`src/rtl/tdm_demux_pkg.sv`:
```
// Shared types and defaults for the TDM demultiplexer slice.
package tdm_pkg;

    localparam int TDM_DATA_W = 8;
    localparam int TDM_NUM_CH = 4;

    // Framing state: HUNT waits for a start-of-frame, LOCKED routes by slot.
    typedef enum logic {
        HUNT   = 1'b0,
        LOCKED = 1'b1
    } tdm_state_t;

    // Width of a slot index. It is never zero, so a 1-wide field is always legal.
    function automatic int slot_width(input int n);
        return (n > 1) ? $clog2(n) : 1;
    endfunction

endpackage

```
`src/rtl/tdm_demux_if.sv`:
```
// Sample input bus and per-channel output bus of the TDM demultiplexer.
interface tdm_demux_if
    import tdm_pkg::*;
#(
    parameter int DATA_W = TDM_DATA_W,
    parameter int NUM_CH = TDM_NUM_CH
);
    localparam int SLOT_W = slot_width(NUM_CH);

    logic                     in_valid;
    logic [DATA_W-1:0]        in_data;
    logic                     in_sof;
    logic [NUM_CH*DATA_W-1:0] out_data;
    logic [NUM_CH-1:0]        out_valid;
    logic [SLOT_W-1:0]        slot;
    logic                     locked;
    logic                     sync_err;

    // Source of the multiplexed stream and consumer of the channels.
    modport master (
        output in_valid, in_data, in_sof,
        input  out_data, out_valid, slot, locked, sync_err
    );

    // The demultiplexer itself.
    modport slave (
        input  in_valid, in_data, in_sof,
        output out_data, out_valid, slot, locked, sync_err
    );

endinterface

```
`src/rtl/tdm_demux_slot_counter.sv`:
```
// Mod-NUM_CH slot counter with synchronous clear, load-to-1 and wrapping increment.
module slot_counter
    import tdm_pkg::*;
#(
    parameter int NUM_CH = TDM_NUM_CH,
    parameter int SLOT_W = slot_width(NUM_CH)
) (
    input  logic              clk,
    input  logic              rst,
    input  logic              clr,
    input  logic              load1,
    input  logic              inc,
    output logic [SLOT_W-1:0] cnt
);

    localparam logic [SLOT_W-1:0] LAST = SLOT_W'(NUM_CH - 1);

    // Count register: reset and clear win over load, load wins over increment.
    always_ff @(posedge clk) begin
        if (rst || clr) begin
            cnt <= '0;
        end else if (load1) begin
            cnt <= SLOT_W'(1);
        end else if (inc) begin
            cnt <= (cnt == LAST) ? '0 : cnt + SLOT_W'(1);
        end
    end

endmodule

```
`src/rtl/tdm_demux.sv`:
```
// Time-division demultiplexer: routes each accepted sample to the channel
// holding register selected by the frame slot, with HUNT/LOCKED framing.
module tdm_demux
    import tdm_pkg::*;
#(
    parameter int DATA_W = TDM_DATA_W,
    parameter int NUM_CH = TDM_NUM_CH
) (
    input logic        clk,
    input logic        rst,
    tdm_demux_if.slave bus
);

    localparam int SLOT_W = slot_width(NUM_CH);

    tdm_state_t               state;
    logic [SLOT_W-1:0]        slot_q;
    logic [NUM_CH*DATA_W-1:0] out_data_q;
    logic [NUM_CH-1:0]        out_valid_q;
    logic                     locked_q;
    logic                     sync_err_q;

    logic                     cnt_clr;
    logic                     cnt_load1;
    logic                     cnt_inc;
    logic                     next_locked;
    logic                     err_d;
    logic [NUM_CH-1:0]        we;

    slot_counter #(
        .NUM_CH (NUM_CH),
        .SLOT_W (SLOT_W)
    ) u_slot_counter (
        .clk   (clk),
        .rst   (rst),
        .clr   (cnt_clr),
        .load1 (cnt_load1),
        .inc   (cnt_inc),
        .cnt   (slot_q)
    );

    // Framing decision and slot-to-channel write-enable decode for this cycle.
    always_comb begin
        cnt_clr     = 1'b0;
        cnt_load1   = 1'b0;
        cnt_inc     = 1'b0;
        err_d       = 1'b0;
        we          = '0;
        next_locked = (state == LOCKED);
        if (bus.in_valid) begin
            if (state == HUNT) begin
                // Non-SOF samples are dropped until a frame start is seen.
                if (bus.in_sof) begin
                    we[0]       = 1'b1;
                    cnt_load1   = 1'b1;
                    next_locked = 1'b1;
                end
            end else if (bus.in_sof) begin
                // An SOF away from slot 0 resynchronises but is flagged.
                we[0]     = 1'b1;
                cnt_load1 = 1'b1;
                err_d     = (slot_q != '0);
            end else if (slot_q != '0) begin
                we[slot_q] = 1'b1;
                cnt_inc    = 1'b1;
            end else begin
                // Slot 0 without SOF: frame lost, drop the sample and re-hunt.
                err_d       = 1'b1;
                cnt_clr     = 1'b1;
                next_locked = 1'b0;
            end
        end
    end

    // Registered FSM state, status pulses and channel holding registers.
    always_ff @(posedge clk) begin
        if (rst) begin
            state       <= HUNT;
            locked_q    <= 1'b0;
            sync_err_q  <= 1'b0;
            out_valid_q <= '0;
            out_data_q  <= '0;
        end else begin
            state       <= next_locked ? LOCKED : HUNT;
            locked_q    <= next_locked;
            sync_err_q  <= err_d;
            out_valid_q <= we;
            for (int k = 0; k < NUM_CH; k++) begin
                if (we[k]) begin
                    out_data_q[k*DATA_W +: DATA_W] <= bus.in_data;
                end
            end
        end
    end

    assign bus.out_data  = out_data_q;
    assign bus.out_valid = out_valid_q;
    assign bus.slot      = slot_q;
    assign bus.locked    = locked_q;
    assign bus.sync_err  = sync_err_q;

endmodule
```
`src/flat_wrapper.sv`:
```
// flat-port wrapper written by rule: the top's interface ports become plain ports
module tdm_demux_flat import tdm_pkg::*;
#(
    parameter int DATA_W = TDM_DATA_W,
    parameter int NUM_CH = TDM_NUM_CH
)
  (clk, rst, bus_in_valid, bus_in_data, bus_in_sof, bus_out_data, bus_out_valid, bus_slot, bus_locked, bus_sync_err);
  tdm_demux_if #(.DATA_W(DATA_W), .NUM_CH(NUM_CH)) bus_i ();
  input logic clk;
  input logic rst;
  input wire logic [$bits(bus_i.in_valid)-1:0] bus_in_valid;
  input wire logic [$bits(bus_i.in_data)-1:0] bus_in_data;
  input wire logic [$bits(bus_i.in_sof)-1:0] bus_in_sof;
  output wire logic [$bits(bus_i.out_data)-1:0] bus_out_data;
  output wire logic [$bits(bus_i.out_valid)-1:0] bus_out_valid;
  output wire logic [$bits(bus_i.slot)-1:0] bus_slot;
  output wire logic [$bits(bus_i.locked)-1:0] bus_locked;
  output wire logic [$bits(bus_i.sync_err)-1:0] bus_sync_err;
  assign bus_i.in_valid = bus_in_valid;
  assign bus_i.in_data = bus_in_data;
  assign bus_i.in_sof = bus_in_sof;
  assign bus_out_data = bus_i.out_data;
  assign bus_out_valid = bus_i.out_valid;
  assign bus_slot = bus_i.slot;
  assign bus_locked = bus_i.locked;
  assign bus_sync_err = bus_i.sync_err;
  tdm_demux #(.DATA_W(DATA_W), .NUM_CH(NUM_CH)) u_core (.clk(clk), .rst(rst), .bus(bus_i));
endmodule
```
`config.mk`:
```
export PLATFORM = sky130hd
export DESIGN_NAME = tdm_demux_flat
export DESIGN_NICKNAME = d
export VERILOG_FILES = /design/src/rtl/tdm_demux_pkg.sv /design/src/rtl/tdm_demux_if.sv /design/src/rtl/tdm_demux_slot_counter.sv /design/src/rtl/tdm_demux.sv /design/src/flat_wrapper.sv
export SDC_FILE = /design/constraint.sdc
export NUM_CORES = 1
export LEC_CHECK = 0
export CORE_ASPECT_RATIO = 1.2
export CORE_MARGIN = 3
export CORE_UTILIZATION = 45
export DETAILED_ROUTE_END_ITERATION = 10
export GPL_ROUTABILITY_DRIVEN = 0
export PLACE_DENSITY_LB_ADDON = 0.15
export SYNTH_ARGS = -nofsm -noshare
export SYNTH_HDL_FRONTEND = slang
export SYNTH_SLANG_ARGS = --single-unit
```
`constraint.sdc`:
```
create_clock -name clk -period 3.4 [get_ports clk]
set_input_delay 0.68 -clock clk [delete_from_list [all_inputs] [get_ports clk]]
set_output_delay 0.68 -clock clk [all_outputs]
set_load 0.02 [all_outputs]
```
[After elaboration in Yosys (flattened, before gate mapping)]
Cells that the tools add are included.
Operators by class
  $add $sub $neg: 1
  $lt $le $gt $ge: 2
  equal/unequal tests: 1
  muxes and demuxes: 26
  bitwise gates (word level): 2
  reductions and logical operators: 6
Operators with widths (count)
  1-bit 2-to-1 mux: 20
  4-bit 2-to-1 mux: 2
  3-bit 2-to-1 mux: 2
  2-bit nonzero test: 2
  2-bit by 3-bit < comparator with 1-bit output (second input constant): 1
  3-bit OR reduction: 1
  2-bit by 1-bit adder with 2-bit output (second input constant): 1
  1-bit demux with 2-bit select: 1
  2-bit equality test (second input constant): 1
  2-bit by 1-bit greater-or-equal comparator with 1-bit output (second input constant): 1
  2-bit 2-to-1 mux: 1
  1-bit NOT: 2
  2-bit OR reduction: 1
  1-bit logical AND: 1
  1-bit logical OR: 1
Word-level totals
  bits in registers: 41
  input bits: 12
  output and inout port bits: 40
  word-level logic and storage cells: 48

[Longest topological paths before layout]
Gate-level depths: netlist (run 1).
  depth in word-level cells: 8
  mapped depth: 7
  gate-level depth less buffers: 7

[Modules after synthesis]
From an unflattened synthesis (run 1), not the netlist that was laid out.
Second synthesis, totals
  cells, all modules: 157
  area, all modules: 1602.8 um^2
By module, submodules not included
  tdm_demux: instances 1, cells each 148, area an instance 1507.7 um^2, seq. area each 760.7 um^2
  slot_counter: instances 1, cells each 9, area an instance 95.1 um^2, seq. area each 40.0 um^2

[Worst setup path before layout (run 1)]
OpenSTA, ideal clock, no wires.
  kind: input to register
  start point: in bus_in_sof
  end point: reg u_core.u_slot_counter.cnt[0]
  library setup time: 122 ps
  arrival time: 1412 ps
  data required time: 3278 ps
  path slack: 1867 ps
  stages: 6
  buffers on the path: 1
  cells stage by stage: buf_2 -> inv_1 -> ha_1 -> nor4bb_1 -> o21ai_0 -> a21oi_1
Between the ends
  word-level cells in the longest chain between the ends: 4
  elaborated cells between the ends (all ways): 11
  classes of those cells: mux (9); reduce/logical (2)
RTL lines
  start, declared: line flat_wrapper.sv:13  | input wire logic [$bits(bus_i.in_sof)-1:0] bus_in_sof;
  1-bit 2-to-1 mux: line tdm_demux.sv:58  | end else if (bus.in_sof) begin
  1-bit 2-to-1 mux: line tdm_demux.sv:51  | if (state == HUNT) begin
  1-bit 2-to-1 mux: line tdm_demux.sv:50  | if (bus.in_valid) begin
  2-bit nonzero test (no source line) / 1-bit logical OR (equally long branches)
  end signal, assigned: line tdm_demux_slot_counter.sv:25  | cnt <= (cnt == LAST) ? '0 : cnt + SLOT_W'(1);
  end, declared: line tdm_demux_slot_counter.sv:13  | output logic [SLOT_W-1:0] cnt
Parallel ways exist; a longest one is shown, timed or not.
A chain may end at the register's enable or synchronous reset.

[Final worst setup path (run 1)]
  start point: reg u_core.locked_q (netlist: u_core.bus.locked)
  end point: out bus_locked
RTL lines
  start, declared: line tdm_demux.sv:20  | logic locked_q;
  start signal, assigned: line tdm_demux.sv:85  | locked_q <= next_locked;
  end, declared: line flat_wrapper.sv:17  | output wire logic [$bits(bus_i.locked)-1:0] bus_locked;
No word-level cell between the ends.

==> results.yml, run 1 <==
setup_path:
  rr_worst_depth: 7
  crit_start: "u_core.bus.locked$_SDFFE_PP0P_"
  cp_max_fo: 13
  crit_cells: 1
  arrival_ps: 1650
  path_buf_inv: 1
  critical-path-slowest-cell: "clkdlybuf4s50_1"
  path_delay_family: "buffers and inverters"
  crit_chain: "clkdlybuf4s50_1"
  crit_type: "reg -> out"
  reg2reg_slack_ps: 1870
  timing.rr.start: "u_core.u_slot_counter.cnt[0]$_SDFFE_PP0P_"
  critPathMaxStageDelay_ps: 700
  critical_path_required_ps: 2720
  cp-end-kind: "primary output"
  r2r-end: "u_core.u_slot_counter.cnt[0]$_SDFFE_PP0P_"
  crit_path_end: "bus_locked"
  critPathLaunchType: "register"
place:
  dp_hpwl_um: 2670
  portBuffers: 51
floorplanning:
  die-area_um2: 4190
  num_rows: 22
  coreArea_um2: 3190
  io_pins: 52
  fp.dieW_um: 59.6
  start_util_pct: 48.6
  die_h_um: 70.3
drt:
  top_layer: "met4"
  post_drt_wl_per_cell_um: 13.7
  vias: 1352
  wl_met2_um: 1810
  routed_wirelength_um: 3640
  drc_errors: 0
  drtPass1Iterations: 5
  vias_per_cell: 5.10
  wl_met1_um: 1570
  drt_iter0_drc: 35
  antenna_left: 0
  met3_length_um: 229
layout:
  filler_cell_count: 290
  nets: 246
  layout-drive-gt1-share_pct: 6.55
  antenna_cells: 0
  post-route-util_pct: 65.9
  syn_to_final_growth_pct: 35.7
clock_network:
  post_cts_buffers: 0
  clockBufferDepth: 2
  htreeDepth: 2
  cts_sinks: 40
  postCtsHoldBufs: 0
  cts_buffers: 5
  clk_latency_ps: 340
  cts_resized: 0
  cts_tree: "done"
  cts.reportedPaths.clkPinSlew_ps: 110
  clock-root-buffer: "clkbuf_4"
power:
  vdd_drop_max_mv: 0.289
  powerDensity_nw_per_um2: 387
  power.total_mw: 0.813
  cellLeakagePower_nw: 0.768
global_route:
  grt_overflow_total: 0
  grt_use_total_pct: 18.9
  antenna_found_initial: 0
  grt_max_degree: 22
  grt_first_pass_wirelength_um: 6110
  grt_pass1_vias: 1247
sta:
  rsz0062_at_grt: "false"
  finalHoldViolCount: 0
  max_freq_ghz: 0.430
  relSlewSlack_pct: 47.5
  finalCriticalPeriod_ps: 2330
  setup_viol: 0
  drv_slew: 0
  worst_pin_slew_ps: 785
  post-route-period-util_pct: 68.4
  finalClockSkew_ps: 7.58
  fin_setup_tns_ps: 0
worst_hold_path:
  hp-class: "reg -> reg"
logic_synthesis:
  yosysTopAreaCell: "dfxtp_1"
  synth_area_leaders: "dfxtp_1 (52%), nand2_1 (16%), a21oi_1 (11%), ha_1 (4.8%), nand4b_2 (2.9%)"
  ys_types: 22
  synth-seq-cells: 40
  syn-instance-count: 180
  syn-num-nets: 198
  netlist_area_um2: 1550
  synth_area_per_cell_um2: 8.61
  ys_warn_count: 0
  yosysSeqAreaShare_pct: 51.7
  netlist.area_leader.share_pct: 51.7
flow_run:
  maxCapViolations: 0
run_status:
  status: "completed"
==> cells by family (layout without fill, tap and decap cells) <==
logic type               after synthesis  after routing  share of synthesized area, %
buffers and inverters                 15             64                          5.65
multiplexers                           1              1                         0.646
AO/OA/AOI/OAI                         36             36                          12.5
adder cells (fa/ha/maj)                6              6                          4.84
AND/OR/NAND/NOR                       82             82                          24.7
flip-flops                            40             40                          51.7
==> registers in the layout, indices dropped and copies added (netlist names) <==
| register | flops |
|---|---|
| u_core.bus.out_data | 32 |
| u_core.bus.out_valid | 4 |
| u_core.u_slot_counter.cnt | 2 |
| u_core.bus.locked | 1 |
| u_core.bus.sync_err | 1 |
==> layout make-up <==
| cell class | count | area (um2) | area share [%] |
|---|---|---|---|
| sequential | 40 | 801 | 38.1 |
| multi-input combinational | 125 | 662 | 31.5 |
| timing repair buffer | 52 | 518 | 24.6 |
| clock buffer | 7 | 55.1 | 2.62 |
| tap | 36 | 45.0 | 2.14 |
| inverter | 4 | 15.0 | 0.714 |
| clock inverter | 1 | 7.51 | 0.357 |
==> worst min path at each step <==
stage,from,to,slack [ps],cells past startpoint
after floorplan,u_core.bus.out_data[0]$_SDFFE_PP0P_,u_core.bus.out_data[0]$_SDFFE_PP0P_,530,2
after global placement,u_core.bus.out_data[11]$_SDFFE_PP0P_,u_core.bus.out_data[11]$_SDFFE_PP0P_,440,2
after detailed placement,u_core.bus.out_data[20]$_SDFFE_PP0P_,u_core.bus.out_data[20]$_SDFFE_PP0P_,450,2
after global routing,u_core.bus.out_data[9]$_SDFFE_PP0P_,u_core.bus.out_data[9]$_SDFFE_PP0P_,480,2
final,u_core.bus.out_data[25]$_SDFFE_PP0P_,u_core.bus.out_data[25]$_SDFFE_PP0P_,460,2
after CTS,u_core.bus.out_data[25]$_SDFFE_PP0P_,u_core.bus.out_data[25]$_SDFFE_PP0P_,470,2
==> cells in the mapped netlist (all sizes together) <==
| cell type | n |
|---|---|
| a31o | 1 |
| o21ai | 1 |
| mux2i | 1 |
| nand3 | 1 |
| nor4bb | 1 |
| buf | 9 |
| and4b | 4 |
| dfxtp | 40 |
| a311oi | 1 |
| nor3 | 1 |
| nor2 | 5 |
| clkbuf | 2 |
| nand2 | 66 |
| nand4b | 3 |
| and2 | 1 |
| a21oi | 33 |
| ha | 6 |
| inv | 4 |
==> through the flow <==
step	instance area, um2	setup slack (ps)	cells	hold slack [ps]
floorplan	1550	1870	180	535
global route	2100	980	265	480
CTS	2100	1060	265	465
finish	2100	1070	265	462
detailed placement	2040	1200	257	449
global placement	2040	1230	257	442
==> worst min-delay path: cells and delay by family (launching register included) <==
family	cells	cell delay [ps]
AOI/OAI and AO/OA	1	50
DFF	1	330
and+or+nand+nor	1	50
==> power breakdown <==
group / total (mW) / switching, mW / internal (mW) / leakage, nW
registers: 0.483 / 0.00730 / 0.476 / 0.324
logic: 0.0768 / 0.0420 / 0.0349 / 0.413
clock network: 0.253 / 0.152 / 0.101 / 0.0315
total: 0.813 / 0.201 / 0.612 / 0.768
==> layout by cell type, fill, tap and decap left out, types with 3 or more instances in the layout <==
master           count
clkbuf_4             5
nand2_1             66
dfxtp_1             40
a21oi_1             33
nor2_1               4
and4b_1              4
clkdlybuf4s50_1     51
nand4b_2             3
ha_1                 6
inv_1                4
==> per-layer routing <==
layer	GRT usage (%)	vias to the layer above
met2	27.9	46
li1	-	683
met4	6.40	0
met3	5.73	4
met1	25.8	619
met5	0	-
No activity file was read; power rests on OpenSTA's default activity.
==> run 2, diff against run 1 <==
CORE_UTILIZATION = 44   (was 45)
clock period = 2.3 ns   (was 3.4 ns; I/O delays follow)
==> results.yml, run 2 (synthesized netlist as in run 1, its figures left out) <==
setup_path:
  reg2reg_slack_ps: 690
  critPathLaunchType: "register"
  cp_max_fo: 13
  timing.rr.start: "u_core.u_slot_counter.cnt[0]$_SDFFE_PP0P_"
  critical_path_required_ps: 1840
  crit_type: "reg -> out"
  crit_path_end: "bus_locked"
  rr_worst_depth: 7
  cp-end-kind: "primary output"
  arrival_ps: 1400
  crit_start: "u_core.bus.locked$_SDFFE_PP0P_"
  r2r-end: "u_core.u_slot_counter.cnt[0]$_SDFFE_PP0P_"
global_route:
  grt_first_pass_wirelength_um: 6100
  antenna_found_initial: 0
  grt_overflow_total: 0
  grt_use_total_pct: 18.9
  grt_max_degree: 21
  grt_pass1_vias: 1306
layout:
  final_common_cell: "nand2_1"
  nets: 248
  syn_to_final_growth_pct: 38.3
  antenna_cells: 0
  largest_register_ff_count: 32
  mostFrequentLayoutCells: "nand2_1 (66), clkdlybuf4s50_1 (51), dfxtp_1 (40)"
  layout-drive-gt1-share_pct: 7.79
clock_network:
  cts_buffers: 5
  cts_tree: "done"
  postCtsHoldBufs: 0
  clk_latency_ps: 290
  cts.reportedPaths.clkPinSlew_ps: 70
  cts_sinks: 40
  clockBufferDepth: 2
  post_cts_buffers: 0
  htreeDepth: 2
  cts_resized: 0
  clock-root-buffer: "clkbuf_8"
sta:
  max_freq_ghz: 0.537
  finalCriticalPeriod_ps: 1860
  rsz0062_at_grt: "false"
  hold_ws_ps: 458
  finalHoldViolCount: 0
  fin_setup_tns_ps: 0
  worst_pin_slew_ps: 478
  drv_slew: 0
  finalClockSkew_ps: 10.2
  relSlewSlack_pct: 68.0
  post-route-period-util_pct: 81.0
  setup_viol: 0
power:
  cellLeakagePower_nw: 0.795
  powerDensity_nw_per_um2: 597
  vdd_drop_max_mv: 0.546
drt:
  drc_errors: 0
  antenna_left: 0
  vias_per_cell: 5.18
  routed_wirelength_um: 3790
  post_drt_wl_per_cell_um: 14.1
  vias: 1388
  drt_iter0_drc: 46
  drtPass1Iterations: 4
run_status:
  status: "completed"
place:
  portBuffers: 51
  dp_hpwl_um: 2900
flow_run:
  maxCapViolations: 0
floorplanning:
  io_pins: 52
  num_rows: 23
  fp.dieW_um: 60.2
  die-area_um2: 4270
  die_h_um: 71.0
  coreArea_um2: 3370
  start_util_pct: 46.0
worst_hold_path:
  hold_depth: 2
  hp-class: "reg -> reg"
==> run 2: through the flow <==
| step | setup WS, ps | utilization [%] | cells | total power, mW | instance area [um2] |
|---|---|---|---|---|---|
| after floorplan | 812 | - | 180 | 0.790 | 1550 |
| after global routing | 389 | 63.7 | 268 | 1.33 | 2140 |
| after global placement | 358 | 61.1 | 260 | 0.843 | 2060 |
| after CTS | 427 | 63.7 | 268 | 1.29 | 2140 |
| final | 438 | 63.7 | 268 | 1.28 | 2140 |
| after detailed placement | 282 | 61.1 | 260 | 0.847 | 2060 |
==> run 2: final cells by class <==
type                    count  area (um2)
multi-input cells         125         662
repair buffers             54         533
flip-flops and latches     40         801
clock inverters             3        18.8
clock buffers               5        68.8
inverters                   4        15.0
fillers                   295        1220
well taps                  37        46.3
==> run 2: how the worst min path moves through the flow <==
stage,from,endpoint,slack (ps)
floorplan,u_core.bus.out_data[0]$_SDFFE_PP0P_,u_core.bus.out_data[0]$_SDFFE_PP0P_,530
global placement,u_core.bus.out_data[15]$_SDFFE_PP0P_,u_core.bus.out_data[15]$_SDFFE_PP0P_,440
detailed placement,u_core.bus.out_data[13]$_SDFFE_PP0P_,u_core.bus.out_data[13]$_SDFFE_PP0P_,450
CTS,u_core.bus.out_data[13]$_SDFFE_PP0P_,u_core.bus.out_data[13]$_SDFFE_PP0P_,460
global route,u_core.bus.out_data[7]$_SDFFE_PP0P_,u_core.bus.out_data[7]$_SDFFE_PP0P_,470
finish,u_core.bus.out_data[13]$_SDFFE_PP0P_,u_core.bus.out_data[13]$_SDFFE_PP0P_,460
==> run 2: per-layer routing <==
| layer | GRT usage (%) | vias to the layer above | routed length (um) | share of wire [%] |
|---|---|---|---|---|
| met2 | 30.8 | 49 | 1970 | 52 |
| met3 | 5.84 | 7 | 235 | 6.2 |
| met4 | 8.13 | 0 | 64 | 1.7 |
| met5 | 0 | - | 0 | 0 |
| met1 | 22.4 | 641 | 1520 | 40 |
| li1 | - | 691 | - | - |
==> run 2: where the power goes <==
| group | internal, mW | switching (mW) | total, mW |
|---|---|---|---|
| sequential | 0.703 | 0.00616 | 0.709 |
| clock | 0.211 | 0.238 | 0.449 |
| combinational | 0.0545 | 0.0675 | 0.122 |
==> run 2: critical path: stages (launching register included) <==
cell	delay (ps)
dfxtp_1	310
buf_4	190
clkdlybuf4s50_1	620
